`src/rtl/cpu_defs_pkg.sv`:
```
// Shared CPU datapath definitions: StackOp encodings issued by the decoder
// and the default datapath word width.
package cpu_defs;

  localparam int DEFAULT_WIDTH = 32;

  typedef enum logic [1:0] {
    STACK_NONE = 2'b00,
    STACK_RSVD = 2'b01,
    STACK_PUSH = 2'b10,
    STACK_POP  = 2'b11
  } stack_op_e;

endpackage : cpu_defs

```
`src/rtl/stack_unit_regfile.sv`:
```
// Stack storage: DEPTH x WIDTH array with one synchronous write port and one
// asynchronous read port, so the top of stack is visible in the same cycle.
module stack_regfile #(
  parameter int WIDTH = 32,
  parameter int DEPTH = 16,
  parameter int AW    = $clog2(DEPTH)
) (
  input  logic             clk,
  input  logic             we,
  input  logic [AW-1:0]    waddr,
  input  logic [WIDTH-1:0] wdata,
  input  logic [AW-1:0]    raddr,
  output logic [WIDTH-1:0] rdata
);

  logic [WIDTH-1:0] mem [DEPTH];

  // NOTE: storage is deliberately not reset; readers must qualify it with the
  // pointer, and leaving it unreset keeps it mappable onto plain RAM cells.
  always_ff @(posedge clk) begin
    if (we) begin
      mem[waddr] <= wdata;
    end
  end

  assign rdata = mem[raddr];

endmodule : stack_regfile

```
`src/rtl/stack_unit.sv`:
```
// Hardware LIFO beside the register file: pushes Rt data, presents the top of
// stack combinationally for same-cycle write-back, and tracks sticky errors.
module stack_unit
  import cpu_defs::*;
#(
  parameter int WIDTH = DEFAULT_WIDTH,
  parameter int DEPTH = 16,
  parameter int PTR_W = $clog2(DEPTH) + 1
) (
  input  logic             clk,
  input  logic             rst_n,
  input  logic [1:0]       StackOp,
  input  logic             Stall,
  input  logic [WIDTH-1:0] PushData,
  output logic [WIDTH-1:0] PopData,
  output logic [PTR_W-1:0] Depth,
  output logic             Full,
  output logic             Empty,
  output logic             Overflow,
  output logic             Underflow,
  input  logic             ErrClr
);

  localparam int AW = PTR_W - 1;

  logic [PTR_W-1:0] sp_q, sp_d;
  logic             overflow_q, overflow_d;
  logic             underflow_q, underflow_d;

  logic             push_en, pop_en;
  logic             full, empty;
  logic             mem_we;
  logic [AW-1:0]    rd_addr;
  logic [WIDTH-1:0] rd_data;

  assign full  = (sp_q == PTR_W'(DEPTH));
  assign empty = (sp_q == '0);

  // NOTE: every signal written here gets a default first, so no path through
  // the block leaves one unassigned and no latch is inferred.
  always_comb begin
    push_en     = (StackOp == STACK_PUSH) && !Stall;
    pop_en      = (StackOp == STACK_POP) && !Stall;
    mem_we      = 1'b0;
    sp_d        = sp_q;
    overflow_d  = ErrClr ? 1'b0 : overflow_q;
    underflow_d = ErrClr ? 1'b0 : underflow_q;

    if (push_en) begin
      if (full) begin
        overflow_d = 1'b1;
      end else begin
        mem_we = 1'b1;
        sp_d   = sp_q + PTR_W'(1);
      end
    end else if (pop_en) begin
      if (empty) begin
        underflow_d = 1'b1;
      end else begin
        sp_d = sp_q - PTR_W'(1);
      end
    end
  end

  // NOTE: state registers use non-blocking assignments so every flop samples
  // the pre-edge values regardless of block ordering.
  always_ff @(posedge clk or negedge rst_n) begin
    if (!rst_n) begin
      sp_q        <= '0;
      overflow_q  <= 1'b0;
      underflow_q <= 1'b0;
    end else begin
      sp_q        <= sp_d;
      overflow_q  <= overflow_d;
      underflow_q <= underflow_d;
    end
  end

  // When full, the low pointer bits are zero and the subtraction wraps to the
  // last slot, which is exactly the top entry.
  assign rd_addr = sp_q[AW-1:0] - AW'(1);

  stack_regfile #(
    .WIDTH (WIDTH),
    .DEPTH (DEPTH),
    .AW    (AW)
  ) u_regfile (
    .clk   (clk),
    .we    (mem_we),
    .waddr (sp_q[AW-1:0]),
    .wdata (PushData),
    .raddr (rd_addr),
    .rdata (rd_data)
  );

  assign PopData   = empty ? '0 : rd_data;
  assign Depth     = sp_q;
  assign Full      = full;
  assign Empty     = empty;
  assign Overflow  = overflow_q;
  assign Underflow = underflow_q;

endmodule : stack_unit

```
`config.mk`:
```
export PLATFORM = sky130hd
export DESIGN_NAME = stack_unit
export DESIGN_NICKNAME = d
export VERILOG_FILES = /design/src/rtl/cpu_defs_pkg.sv /design/src/rtl/stack_unit_regfile.sv /design/src/rtl/stack_unit.sv
export SDC_FILE = /design/constraint.sdc
export NUM_CORES = 1
export LEC_CHECK = 0
export ABC_AREA = 1
export CORE_MARGIN = 2
export CORE_UTILIZATION = 48
export DETAILED_ROUTE_END_ITERATION = 7
export PLACE_DENSITY = 0.64
export SYNTH_ARGS = -nofsm -noshare
export SYNTH_HDL_FRONTEND = slang
export SYNTH_SLANG_ARGS = --single-unit
```
`constraint.sdc`:
```
create_clock -name clk -period 5.1 [get_ports clk]
set_input_delay 1.02 -clock clk [delete_from_list [all_inputs] [get_ports clk]]
set_output_delay 1.02 -clock clk [all_outputs]
set_load 0.05 [all_outputs]
```
Word-level counts from Yosys, hierarchy flattened
Memories as Yosys holds them, arrays and structs flattened.
Index checks and enable logic that the tools add are counted.
{ "op_classes": {"add_sub_neg": 3, "n_eq_ne": 5, "n_mux": 16, "n_reduce_logical": 6} }
{ "op_table": {"columns": ["cell", "count"], "rows": [
  ["$mux 32", 1],
  ["$mux 5", 4],
  ["$mux 1", 11],
  ["$add 5x1->5 const B", 1],
  ["$eq 5x5->1 const B", 1],
  ["$logic_not 5->1", 1],
  ["$sub 5x1->5 const B", 1],
  ["$eq 2x2->1 const B", 2],
  ["$ne 2x2->1 const B", 2],
  ["$sub 4x1->4 const B", 1],
  ["$reduce_and 3->1", 1],
  ["$logic_and 1x1->1", 2],
  ["$reduce_bool 2->1", 1],
  ["$logic_not 1->1", 1]
]} }
{ "totals": {"reg_bits": 7, "ramBits": 512, "inputBits": 38, "output_inout_bits": 41, "word_cells": 34, "n_memories": 1} }
{ "mem_list": {"columns": ["memory", "words", "width", "read_ports", "rd_clocked_by_memory_dff", "wr", "line_no", "source"], "rows": [
  ["u_regfile.mem", 16, 32, 1, 0, 1, "stack_unit_regfile.sv:16", "logic [WIDTH-1:0] mem [DEPTH];"]
]} }

Longest topological paths before layout
{ "logic_depth": {"word_depth": 5, "ltp_mapped": 14, "depth_no_buf": 11} }

Modules after synthesis
Synthesis repeated with hierarchy kept, for this count alone.
{ "unflattened": {"hier_cells": 2226, "hier_area_um2": 22930.7} }
{ "modules_own_cells": {"columns": ["mod", "n_inst", "cells_each", "area_each_um2", "seq_area_each_um2"], "rows": [
  ["stack_regfile", 1, 2088, 22089.9, 15374.7],
  ["stack_unit", 1, 138, 840.8, 175.2]
]} }

Least setup slack after synthesis
No wires, ideal clock.
{ "synth_path": {"path_type": "register -> register", "start": "reg sp_q[0] (netlist: Depth[0])", "end": "mem u_regfile.mem[12][0] (enable)", "setup_ns": 0.461, "t_arrival_ns": 3.962, "required_ns": 4.639, "setup_slack_ns": 0.677, "stages_incl_launch_ff": 9, "n_path_buf": 3, "period_less_slack_ns": 4.423, "path_cell_list": "dfrtp_1 > buf_6 > inv_4 > buf_2 > buf_2 > ha_1 > nand3_1 > nand2_1 > nor3_1"} }
{ "synth_between": {"elab_chain_cells": 5} }
{ "synth_lines": {"columns": ["element", "line_no", "source"], "rows": [
  ["from (decl)", "stack_unit.sv:26", "logic [PTR_W-1:0] sp_q, sp_d;"],
  ["from (signal assigned)", "stack_unit.sv:73", "sp_q <= sp_d;"],
  ["$eq 5x5->1", "stack_unit.sv:36", "assign full = (sp_q == PTR_W'(DEPTH));"],
  ["$mux 1", "stack_unit.sv:50", "if (full) begin"],
  ["$mux 1", "stack_unit.sv:49", "if (push_en) begin"],
  ["$mux 1", "stack_unit_regfile.sv:21", "if (we) begin"],
  ["$mux 1 (implied by the code)", "stack_unit_regfile.sv:22", "mem[waddr] <= wdata;"],
  ["to (decl)", "stack_unit_regfile.sv:16", null]
]} }
Several ways; a longest one is shown, not always the timed one.

Worst setup path after layout
{ "layout_path": {"start": "reg sp_q[0] (netlist: Depth[0])", "end": "out PopData[8]"} }
{ "layout_between": {"elab_chain_cells": 3, "elab_cells_between_ends": 4, "cone_classes": "1 x add/sub; 1 x mux; 1 x reduce/logical; 1 x memory"} }
{ "layout_lines": {"columns": ["element", "line_no", "source"], "rows": [
  ["$sub 4x1->4", "stack_unit.sv:81", "assign rd_addr = sp_q[AW-1:0] - AW'(1);"],
  ["$mem_v2 16x32", null, null],
  ["$mux 32 (*)", "stack_unit.sv:96", "assign PopData = empty ? '0 : rd_data;"],
  ["to (decl)", "stack_unit.sv:15", "output logic [WIDTH-1:0] PopData,"]
]} }
Mark *: on every way between the ends. The rest lies on a longest branch, timed or not.

==> run metrics <==
Worst Path Arrival 3.74 ns; worst hold stages 2; input/output buffers 78; Synth Instances 1,751; RR Endpoint u_regfile.mem[0][19]; register area share after synthesis 0.7250; Ys Warns 0; max frequency 210.2 MHz; Slew Viols, Final 0; Final ANT Viol Nets 0; clock-pin slew on the worst setup and hold paths 0.06 ns; CTS tree built; ys flop type edfxtp_1; Nets 1,846; routed vias 13,390; Post-CTS Hold Buffers 0; met2 Use GR 0.3728; Routed WL 49,660 um; Hold EP Overflow; core area 44,120 um2; clk_lat worst skew 0.60 ns; GPL Wtd Cong 0.7597; Die Wd 215.4 um; Post-CTS Resized 0; CTS Sinks 519; Via density 5.509; fraction of registers with async set/reset 0.01349; CTS Buffer Depth 3; outcome finished clean; Post-synth EDFFs 512; final setup violation count 0; vias in the first global route 13,410; Tightest Pin Transition 1.257 ns; worst min path class reg2reg; clk root buf clkbuf_16; clock skew 0.01514 ns; share of post-route cells with drive strength above 1 0.1332; Avg Inst Size Synth 12.25 um2; total track usage 0.2150; Post-CTS Setup Repair Bufs 0; RR Startpoint Depth[0]; Worst Path Class, Setup reg2out; period utilization 0.9329; GRT Max-Usage Layer met2; Final Hold Vio Count 0; PnR worst setup slack 0.3420 ns; hold path startpoint Overflow; Worst R2R Setup Slack 0.92 ns; Starting Density 0.4861; Post-route DRC 0; Final HPWL DP 24,970 um; CTS Buf Count 52; Cell Area, Synth 21,450 um2; Required @ worst endpoint 4.08 ns; Setup WS pre-CTS 0.8403 ns; Row Count 77; P&R area growth vs syn 14.71%; Die ar. 46,390 um2; GR Util met3 0.02889; htree depth 2; Tmin final 4.758 ns; Finished Core Util 0.5576; FILL cells 3,688; FF+latch count, synth 519; largest net degree at the start of global routing 224; maximum fanout along the worst path 79; R2R depth 5; n_diodes 0; maxcap violations 0; global-route wire length before repair 77,070 um; Iter 0 DRT Violations 1,114; wire per inst 20.43 um; Netlist cell types 31; # IOs 79; RSZ-0062 raised after global routing false; total gr overflow 0; die height 215.4 um; drt pass-1 iters 5; Slew HR 0.1601; setup_tns 0 ns; met1 GRT Util 0.2836; initial antenna violation count 0; Worst Setup Start Kind flop; syn nets 1,798; CP Capture Type primary output
[Yosys cell counts (2+ instances only)]
| master | number | area (um2) |
|---|---|---|
| clkbuf_1 | 15 | 56.30 |
| nand3_2 | 19 | 190.2 |
| nand2_2 | 3 | 18.77 |
| nor3_1 | 5 | 25.02 |
| nand3_1 | 341 | 1707 |
| inv_2 | 3 | 11.26 |
| dfrtp_1 | 7 | 175.2 |
| o21ai_1 | 2 | 10.01 |
| buf_4 | 16 | 120.1 |
| xor2_1 | 2 | 17.52 |
| edfxtp_1 | 512 | 15370 |
| nor2_1 | 28 | 105.1 |
| inv_1 | 16 | 60.06 |
| ha_1 | 8 | 100.1 |
| nor2_2 | 19 | 118.9 |
| buf_2 | 62 | 310.3 |
| o21ai_0 | 3 | 15.01 |
| nand2_1 | 574 | 2155 |
| a21oi_2 | 50 | 437.9 |
| buf_6 | 12 | 135.1 |
| a21oi_1 | 44 | 220.2 |
[how the worst max path moves through the flow]
stage,to,from,cells after the start
finish,PopData[8],Depth[0],11
global route,PopData[1],Depth[0],10
CTS,PopData[8],Depth[0],11
detailed placement,PopData[8],Depth[0],11
global placement,PopData[3],Depth[0],11
floorplan,u_regfile.mem[12][0],Depth[0],8
[cell type report]
cell class / instances / area, um2 / share of cell area
sequential: 519 / 15550 / 0.6322
multi-input combinational: 1104 / 5320 / 0.2162
clock buffer: 65 / 1350 / 0.05487
timing repair buffer: 101 / 1309 / 0.05319
tap: 592 / 740.7 / 0.03011
clock inverter: 29 / 242.7 / 0.009866
inverter: 21 / 87.58 / 0.003560
[registers in the layout, indices dropped and copies added (netlist names)]
register,count
u_regfile.mem,512
Depth,5
Overflow,1
Underflow,1
[metal layers]
metal | wire length, um | share of wire
met3 | 2543 | 0.051
met4 | 1155 | 0.023
met5 | 0 | 0
met1 | 20980 | 0.42
met2 | 24990 | 0.50
[through the flow]
stage / instance area, um2 / hold slack [ns] / std cells
detailed placement: 23000 / 0.5364 / 2337
global route: 24600 / 0.5664 / 2431
global placement: 23000 / 0.5268 / 2337
finish: 24600 / 0.5485 / 2431
floorplan: 21450 / 0.7244 / 1751
CTS: 24590 / 0.5450 / 2431
[kinds of logic after synthesis]
kind of cell               Yosys count  share of synthesized area
AOI/OAI and AO/OA                  101                    0.03249
xor gates and xnor gates             2                  0.0008168
adders and majority gates            9                   0.005600
buffers and inverters              128                    0.03372
DFF                                519                     0.7250
and+or+nand+nor                    992                     0.2024
[critical path, cell delays in order, from the launching register on]
cell     delay (ns)
dfrtp_4        0.72
inv_8          0.30
ha_1           0.33
inv_1          0.09
nand2_1        0.13
nand2_8        0.33
buf_4          0.43
nand3_1        0.12
nand3_1        0.12
nand2_1        0.07
nor2_1         0.26
buf_12         0.17
[placed cells by master (no fill, tap or decap), types with 4 or more instances in the layout]
master and n:
a21oi_1 44, a21oi_2 50, buf_12 35, buf_4 21
clkbuf_1 13, clkbuf_16 52, clkdlybuf4s50_1 45, clkinv_1 9
clkinv_2 10, dfrtp_1 6, edfxtp_1 512, ha_1 7
inv_1 16, nand2_1 574, nand3_1 340, nand3_2 20
nor2_1 15, nor2_2 19, nor2_4 13, nor3_2 4
Power is not shown: default switching activity piles up to over one toggle a cycle in this logic, so the estimate is an artifact.
